## src/rtl/piso_serializer.sv

```systemverilog
// rtl/piso_serializer.sv - parallel-in serial-out transmitter, MSB first, with frame markers.
// Optional macro PISO_PARITY_EN appends an even-parity bit to each frame.
module piso_serializer #(
  parameter int DATA_WIDTH = 16,
  parameter int CNT_WIDTH  = 5
) (
  input  logic                  i_clk,
  input  logic                  i_rst_n,
  input  logic                  i_shift_en,
  input  logic                  i_data_vld,
  output logic                  o_data_rdy,
  input  logic [DATA_WIDTH-1:0] i_data_in,
  output logic                  o_ser_data,
  output logic                  o_ser_vld,
  output logic                  o_ser_sof,
  output logic                  o_ser_eof,
  output logic                  o_busy
);

  typedef enum logic [1:0] {
    ST_IDLE   = 2'd0,
    ST_SHIFT  = 2'd1,
    ST_PARITY = 2'd2
  } state_t;

  localparam logic [CNT_WIDTH-1:0] LAST_CNT = CNT_WIDTH'(DATA_WIDTH - 1);

  state_t                state_q, state_d;
  logic [DATA_WIDTH-1:0] hold_q, hold_d;
  logic                  hold_full_q, hold_full_d;
  logic [DATA_WIDTH-1:0] shreg_q, shreg_d;
  logic [CNT_WIDTH-1:0]  cnt_q, cnt_d;
  logic                  rdy_q, rdy_d;
  logic                  load;
`ifdef PISO_PARITY_EN
  logic                  parity_q, parity_d;
`endif

  always_comb begin
    state_d     = state_q;
    hold_d      = hold_q;
    hold_full_d = hold_full_q;
    shreg_d     = shreg_q;
    cnt_d       = cnt_q;
    load        = 1'b0;
`ifdef PISO_PARITY_EN
    parity_d    = parity_q;
`endif

    if (i_shift_en) begin
      case (state_q)
        ST_IDLE: begin
          if (hold_full_q) load = 1'b1;
        end
        ST_SHIFT: begin
          if (cnt_q != '0) begin
            shreg_d = shreg_q << 1;
            cnt_d   = cnt_q - CNT_WIDTH'(1);
          end else begin
`ifdef PISO_PARITY_EN
            state_d = ST_PARITY;
`else
            if (hold_full_q) load = 1'b1;
            else             state_d = ST_IDLE;
`endif
          end
        end
        ST_PARITY: begin
          if (hold_full_q) load = 1'b1;
          else             state_d = ST_IDLE;
        end
        default: state_d = ST_IDLE;
      endcase
    end

    if (load) begin
      shreg_d     = hold_q;
      cnt_d       = LAST_CNT;
      hold_full_d = 1'b0;
      state_d     = ST_SHIFT;
`ifdef PISO_PARITY_EN
      parity_d    = ^hold_q;
`endif
    end

    // A load and an accept never coincide: rdy_q is low whenever the hold is full.
    if (i_data_vld && rdy_q) begin
      hold_d      = i_data_in;
      hold_full_d = 1'b1;
    end

    rdy_d = ~hold_full_d;
  end

  always_ff @(posedge i_clk) begin
    if (!i_rst_n) begin
      state_q     <= ST_IDLE;
      hold_q      <= '0;
      hold_full_q <= 1'b0;
      shreg_q     <= '0;
      cnt_q       <= '0;
      rdy_q       <= 1'b0;
`ifdef PISO_PARITY_EN
      parity_q    <= 1'b0;
`endif
    end else begin
      state_q     <= state_d;
      hold_q      <= hold_d;
      hold_full_q <= hold_full_d;
      shreg_q     <= shreg_d;
      cnt_q       <= cnt_d;
      rdy_q       <= rdy_d;
`ifdef PISO_PARITY_EN
      parity_q    <= parity_d;
`endif
    end
  end

  assign o_data_rdy = rdy_q;
  assign o_ser_vld  = (state_q != ST_IDLE);
  assign o_ser_sof  = (state_q == ST_SHIFT) && (cnt_q == LAST_CNT);
  assign o_busy     = (state_q != ST_IDLE) || hold_full_q;
`ifdef PISO_PARITY_EN
  assign o_ser_data = ((state_q == ST_SHIFT) && shreg_q[DATA_WIDTH-1]) ||
                      ((state_q == ST_PARITY) && parity_q);
  assign o_ser_eof  = (state_q == ST_PARITY);
`else
  assign o_ser_data = (state_q == ST_SHIFT) && shreg_q[DATA_WIDTH-1];
  assign o_ser_eof  = (state_q == ST_SHIFT) && (cnt_q == '0);
`endif

endmodule
```

## config.mk

```make
export PLATFORM = sky130hd
export DESIGN_NAME = piso_serializer
export DESIGN_NICKNAME = d
export VERILOG_FILES = /design/src/rtl/piso_serializer.sv
export SDC_FILE = /design/constraint.sdc
export NUM_CORES = 1
export LEC_CHECK = 0
export BUFFER_PORTS_ARGS = -buffer_cell sky130_fd_sc_hd__buf_4
export CORE_UTILIZATION = 51
export DETAILED_ROUTE_END_ITERATION = 8
export PLACE_DENSITY = 0.72
export REMOVE_ABC_BUFFERS = 1
export SLEW_MARGIN = 20
export SYNTH_ARGS = -nofsm -noshare
export SYNTH_HDL_FRONTEND = slang
export SYNTH_SLANG_ARGS = --single-unit
```

## constraint.sdc

```tcl
create_clock -name i_clk -period 1.5 [get_ports i_clk]
set_input_delay 0.3 -clock i_clk [delete_from_list [all_inputs] [get_ports i_clk]]
set_output_delay 0.3 -clock i_clk [all_outputs]
set_load 0.02 [all_outputs]
```

* After elaboration in Yosys (flattened, before gate mapping)
Index checks and enable logic that the tools add are counted.
** Storage, ports and cells
- Memories kept :: 0
- Memory bits (writable) :: 0
- Bits in registers :: 41
- Latch bits :: 0
- Memory bits (read-only) :: 0
** Operators by class
- Reductions and logical operators :: 18
- $lt $le $gt $ge :: 0
- Shifts and indexed selects :: 0
- Bitwise gates (word level) :: 3
- Eq/ne operators :: 6
- Muxes and demuxes :: 19
- Multipliers :: 0
- $add $sub $neg :: 1
- Divide/modulo/power cells :: 0
** Operators by type and width (number)
- 2-to-1 mux 16 bit :: 4
- 2-to-1 mux 4 bit :: 4
- AND reduction 3 bit :: 4
- nonzero test 2 bit :: 4
- 2-to-1 mux 1 bit :: 7
- one-hot mux 2 bit (3 select lines) :: 1
- equality test 5 x 4 -> 1 bit, second input constant :: 1
- zero test 5 bit :: 1
- nonzero test 5 bit :: 1
- subtractor 5 x 1 -> 5 bit, second input constant :: 1
- logical AND 1 bit :: 4
- 2-to-1 mux 2 bit :: 2
- != test 2 bit, second input constant :: 2
- OR reduction 2 bit :: 2
- != test 3 bit, second input constant :: 1
- NOT 1 bit :: 3
- equality test 2 x 1 -> 1 bit, second input constant :: 1
- equality test 2 bit, second input constant :: 1
- zero test 2 bit :: 1
- one-hot mux 1 bit (2 select lines) :: 1
- logical OR 1 bit :: 1

* Logic depth before layout (Yosys ltp)
- Depth in word-level cells :: 7
- Mapped depth :: 6
- Mapped depth without buffers :: 5

* Least setup slack after synthesis
No wires, ideal clock.
- Kind :: register -> output
- From :: register cnt_q[0]
- To :: output port o_ser_eof
- Data arrival time :: 1.519 ns
- Cell stages (with the launch flop) :: 6
- Setup slack :: -0.319 ns
- Required time :: 1.200 ns
- Cells stage by stage :: dfxtp_1 inv_1 ha_1 or4b_4 buf_6 nor2_1
** Between the ends
- Word-level cells in the longest chain between the ends :: 2
** Ends and longest elaborated chain
- start: declaration :: line 32 : logic [CNT_WIDTH-1:0] cnt_q, cnt_d;
- start signal: assignment :: line 111 : cnt_q <= cnt_d;
- zero test 5 bit :: line 129 : assign o_ser_eof = (state_q == ST_SHIFT) && (cnt_q == '0);
- logical AND 1 bit :: line 129
- end: declaration :: line 16 : output logic o_ser_eof,
Every way passes these cells.

* Worst setup path after layout
- From :: register cnt_q[1]
- To :: output port o_ser_eof
The elaborated chain is that of the path after synthesis.

==> metrics <==
Worst Path Arrival=1540 ps; post-synthesis cell area=0.001981 mm2; final WL=5228 um; vias in the first global route=1792; Comb power frac=20.7%; Tot Pwr=0.002656 W; worst path cell trace=inv_2 -> ha_4 -> or4b_4 -> nor2_4 -> buf_6; first-pass GRT wire length=8418 um; adder-cell share of the synthesized area=1.895%; Post-Synthesis Cells=225; reg2reg path depth=8; failing checks=setup timing; Die X=64.32 um; largest net degree at the start of global routing=20; Worst-Margin Slew=358.2 ps; Power Density=972.5 mW/mm2; fmax=543.5 MHz; Final GP Congestion=0.8869; Hold Path Stages=3; WL/cell=16.09 um; Setup Crit Path Kind=reg -> out; total grt overflow=0; antenna fix cells=0; hold crit path type=in -> reg; mux cell area share after synthesis=0.5054%; synthesized area per cell=8.803 um2; hold slack=250.4 ps; power share of the sequential group=42.8%; antenna violations before repair=0; Area contributors post-synth=dfxtp_1 (40%), o2111a_1 (8.5%), nand2_1 (7.0%); Sw Ratio=25.88%; Final Slew Violations=0; Finish-stage setup viols=25; Synth Area in Compound Gates=26.22%; Pint=0.001969 W; Port Buffers=25; status=finished, violations left; Fin. Hold Viols=0; worst setup margin=-339.9 ps; Netlist cell types=36; Simple-Gate Fraction of Synth Area=21.04%; Post-Synth XOR/XNOR Area=0%; RSZ-0062 raised after global routing=yes; Crit path largest cell delay=480 ps; die height=64.32 um; Warnings, synthesis=0; number of max-cap violations=0; post-route ant nets=0; CP Capture Type=output pin; crit share post-route=122.7%; IO Pins=26; Initial Util=53.70%; largest fanout on the critical path=2; DR iter-0 viols=100; switching pwr=0.0006876 W; relative slew slack=75.90%; layout cell share with drive strength beyond 1=35.74%; Syn-to-layout area delta=37.90%; vias per inst=5.828; Die Area=0.004137 mm2; Root Driver=clkbuf_8; minimum clock period=1840 ps; slowest cell on the critical path=or4b_4; Clock power frac=36.5%; Synth top area share=40.43%; Setup Skew=6.080 ps; DP Wirelength=3114 um; detailed-router iteration count before antenna repair=7; Worst Min Path Start=i_data_in[14]; clk sink count=40; Seq/Total Area, Yosys=40.43%; Core Footprint=0.003689 mm2; Clock Tree Buf Depth=2; Filler Cells Inserted=293; DR DRC count=0; H-tree depth=2; largest family of logic cells by synthesized area=compound AO/OA/AOI/OAI gates; row cnt=22; CTS tree=done; VDD IR max=742.4 uV; Clock Latency Late Sink=300 ps; clock transition at the registers of the reported paths=80 ps; Worst Setup SP=cnt_q[1]; Crit Reg-Reg Startpoint=cnt_q[1]; nets@finish=299; post-synthesis register bit count=40; Synth area leader=dfxtp_1; Critical Path RT=1200 ps; GRT Util Overall=26.50%; crit start category=flip-flop; CTS buffer count=5; Pleak=1.055 nW; Via Count=1894
==> synth_stat cells <==
| cell type | instances |
|---|---|
| and2_1 | 4 |
| a31o_1 | 1 |
| clkbuf_1 | 15 |
| a211oi_2 | 1 |
| o311a_1 | 1 |
| dfxtp_1 | 40 |
| nand4_1 | 2 |
| nor3_1 | 3 |
| nand3_1 | 1 |
| a21oi_1 | 18 |
| ha_1 | 3 |
| mux2i_1 | 1 |
| o31a_1 | 1 |
| nand2_1 | 37 |
| o2111ai_1 | 15 |
| nand4b_1 | 14 |
| nor4_1 | 2 |
| nor4b_4 | 1 |
| inv_1 | 20 |
| a31o_2 | 1 |
| a211oi_1 | 1 |
| a221oi_1 | 1 |
| or2_1 | 1 |
| buf_2 | 4 |
| o21ai_1 | 2 |
| or4b_4 | 1 |
| o2bb2ai_1 | 1 |
| a31oi_4 | 1 |
| o2111a_1 | 15 |
| buf_1 | 3 |
| o21a_1 | 1 |
| a21o_1 | 1 |
| a311oi_1 | 1 |
| buf_6 | 3 |
| nor2_1 | 7 |
| nand4b_2 | 1 |
==> final timing paths <==
check                                   to  slack, ps
worst min register to register  hold_q[15]        450
worst max-delay path             o_ser_eof       -340
worst min-delay path            hold_q[14]        250
worst max register to register    cnt_q[3]       -330
==> placed cells by master (no fill, tap or decap), types with 2 or more instances in the layout <==
cell / instances
a21oi_1: 18
and2_1: 4
buf_12: 2
buf_4: 60
buf_6: 5
clkbuf_8: 7
dfxtp_1: 37
dfxtp_2: 2
ha_4: 3
inv_1: 17
inv_2: 2
nand2_1: 36
nand4_1: 2
nand4b_1: 14
nor2_1: 4
nor2_4: 2
nor3_1: 2
nor4_1: 2
o2111a_1: 15
o2111ai_1: 15
==> registers in the layout, summed over array words and instances (netlist names) <==
register,flops
state_q,1
cnt_q,5
hold_full_q,1
shreg_q,16
hold_q,16
o_data_rdy,1
==> stage by stage <==
step,area [um2],setup TNS (ps),util (%),setup WS [ps],std cells
finish,2731,-6089,74.05,-339.9,325
global route,2731,-7141,74.05,-386.6,325
CTS,2624,-5016,71.13,-339.8,319
detailed placement,2350,-1258,63.70,-89.87,302
global placement,2350,-851.1,63.70,-88.78,302
floorplan,1859,-11600,-,-616.0,200
==> repair_timing <==
action                                  4_1_cts  5_1_grt
setup buffers                                10        7
pin swaps                                     9        8
cloned                                        1        0
hold buffers                                  0        0
gates resized for setup                      19       17
endpoints found under the setup margin       23       28
==> metal layers <==
| metal | vias up | track usage, % | part of all wire (%) |
|---|---|---|---|
| li1 | 924 | - | - |
| met3 | 5 | 5.179 | 4.2 |
| met2 | 56 | 43.82 | 48 |
| met5 | - | 0 | 0 |
| met1 | 909 | 33.99 | 46 |
| met4 | 0 | 9.444 | 1.0 |
==> kinds of logic after synthesis <==
kind of cell,Yosys count
AO/OA/AOI/OAI,62
AND/OR/NAND/NOR,74
multiplexers,1
buffers and inverters,45
adder cells (fa/ha/maj),3
flip-flops,40
==> worst max-delay path, delay by kind of cell (launching register included) <==
family,cells,cell delay (ps)
buffers and inverters,2,200
adder cells (fa/ha/maj),1,140
flip-flops,1,330
AND/OR/NAND/NOR,2,580
==> final cells by class <==
| type | count | area [um2] | share of cell area [%] |
|---|---|---|---|
| Clock inverter | 1 | 30.03 | 1.099 |
| Inverter | 20 | 78.83 | 2.886 |
| Clock buffer | 7 | 96.34 | 3.527 |
| Timing Repair Buffer | 69 | 589.3 | 21.58 |
| Tap cell | 48 | 60.06 | 2.199 |
| Sequential cell | 40 | 807.0 | 29.55 |
| Multi-Input combinational cell | 140 | 1070 | 39.17 |
==> power by group through the flow <==
stage	clock network, W	registers [W]	logic (W)
2_1_floorplan	0	0.00117	0.000185
3_3_place_gp	0	0.00116	0.000427
3_5_place_dp	0	0.00116	0.000434
4_1_cts	0.000969	0.00114	0.000518
5_1_grt	0.00103	0.00114	0.000590
6_report	0.000969	0.00114	0.000551
No activity file was read; power rests on OpenSTA's default activity.
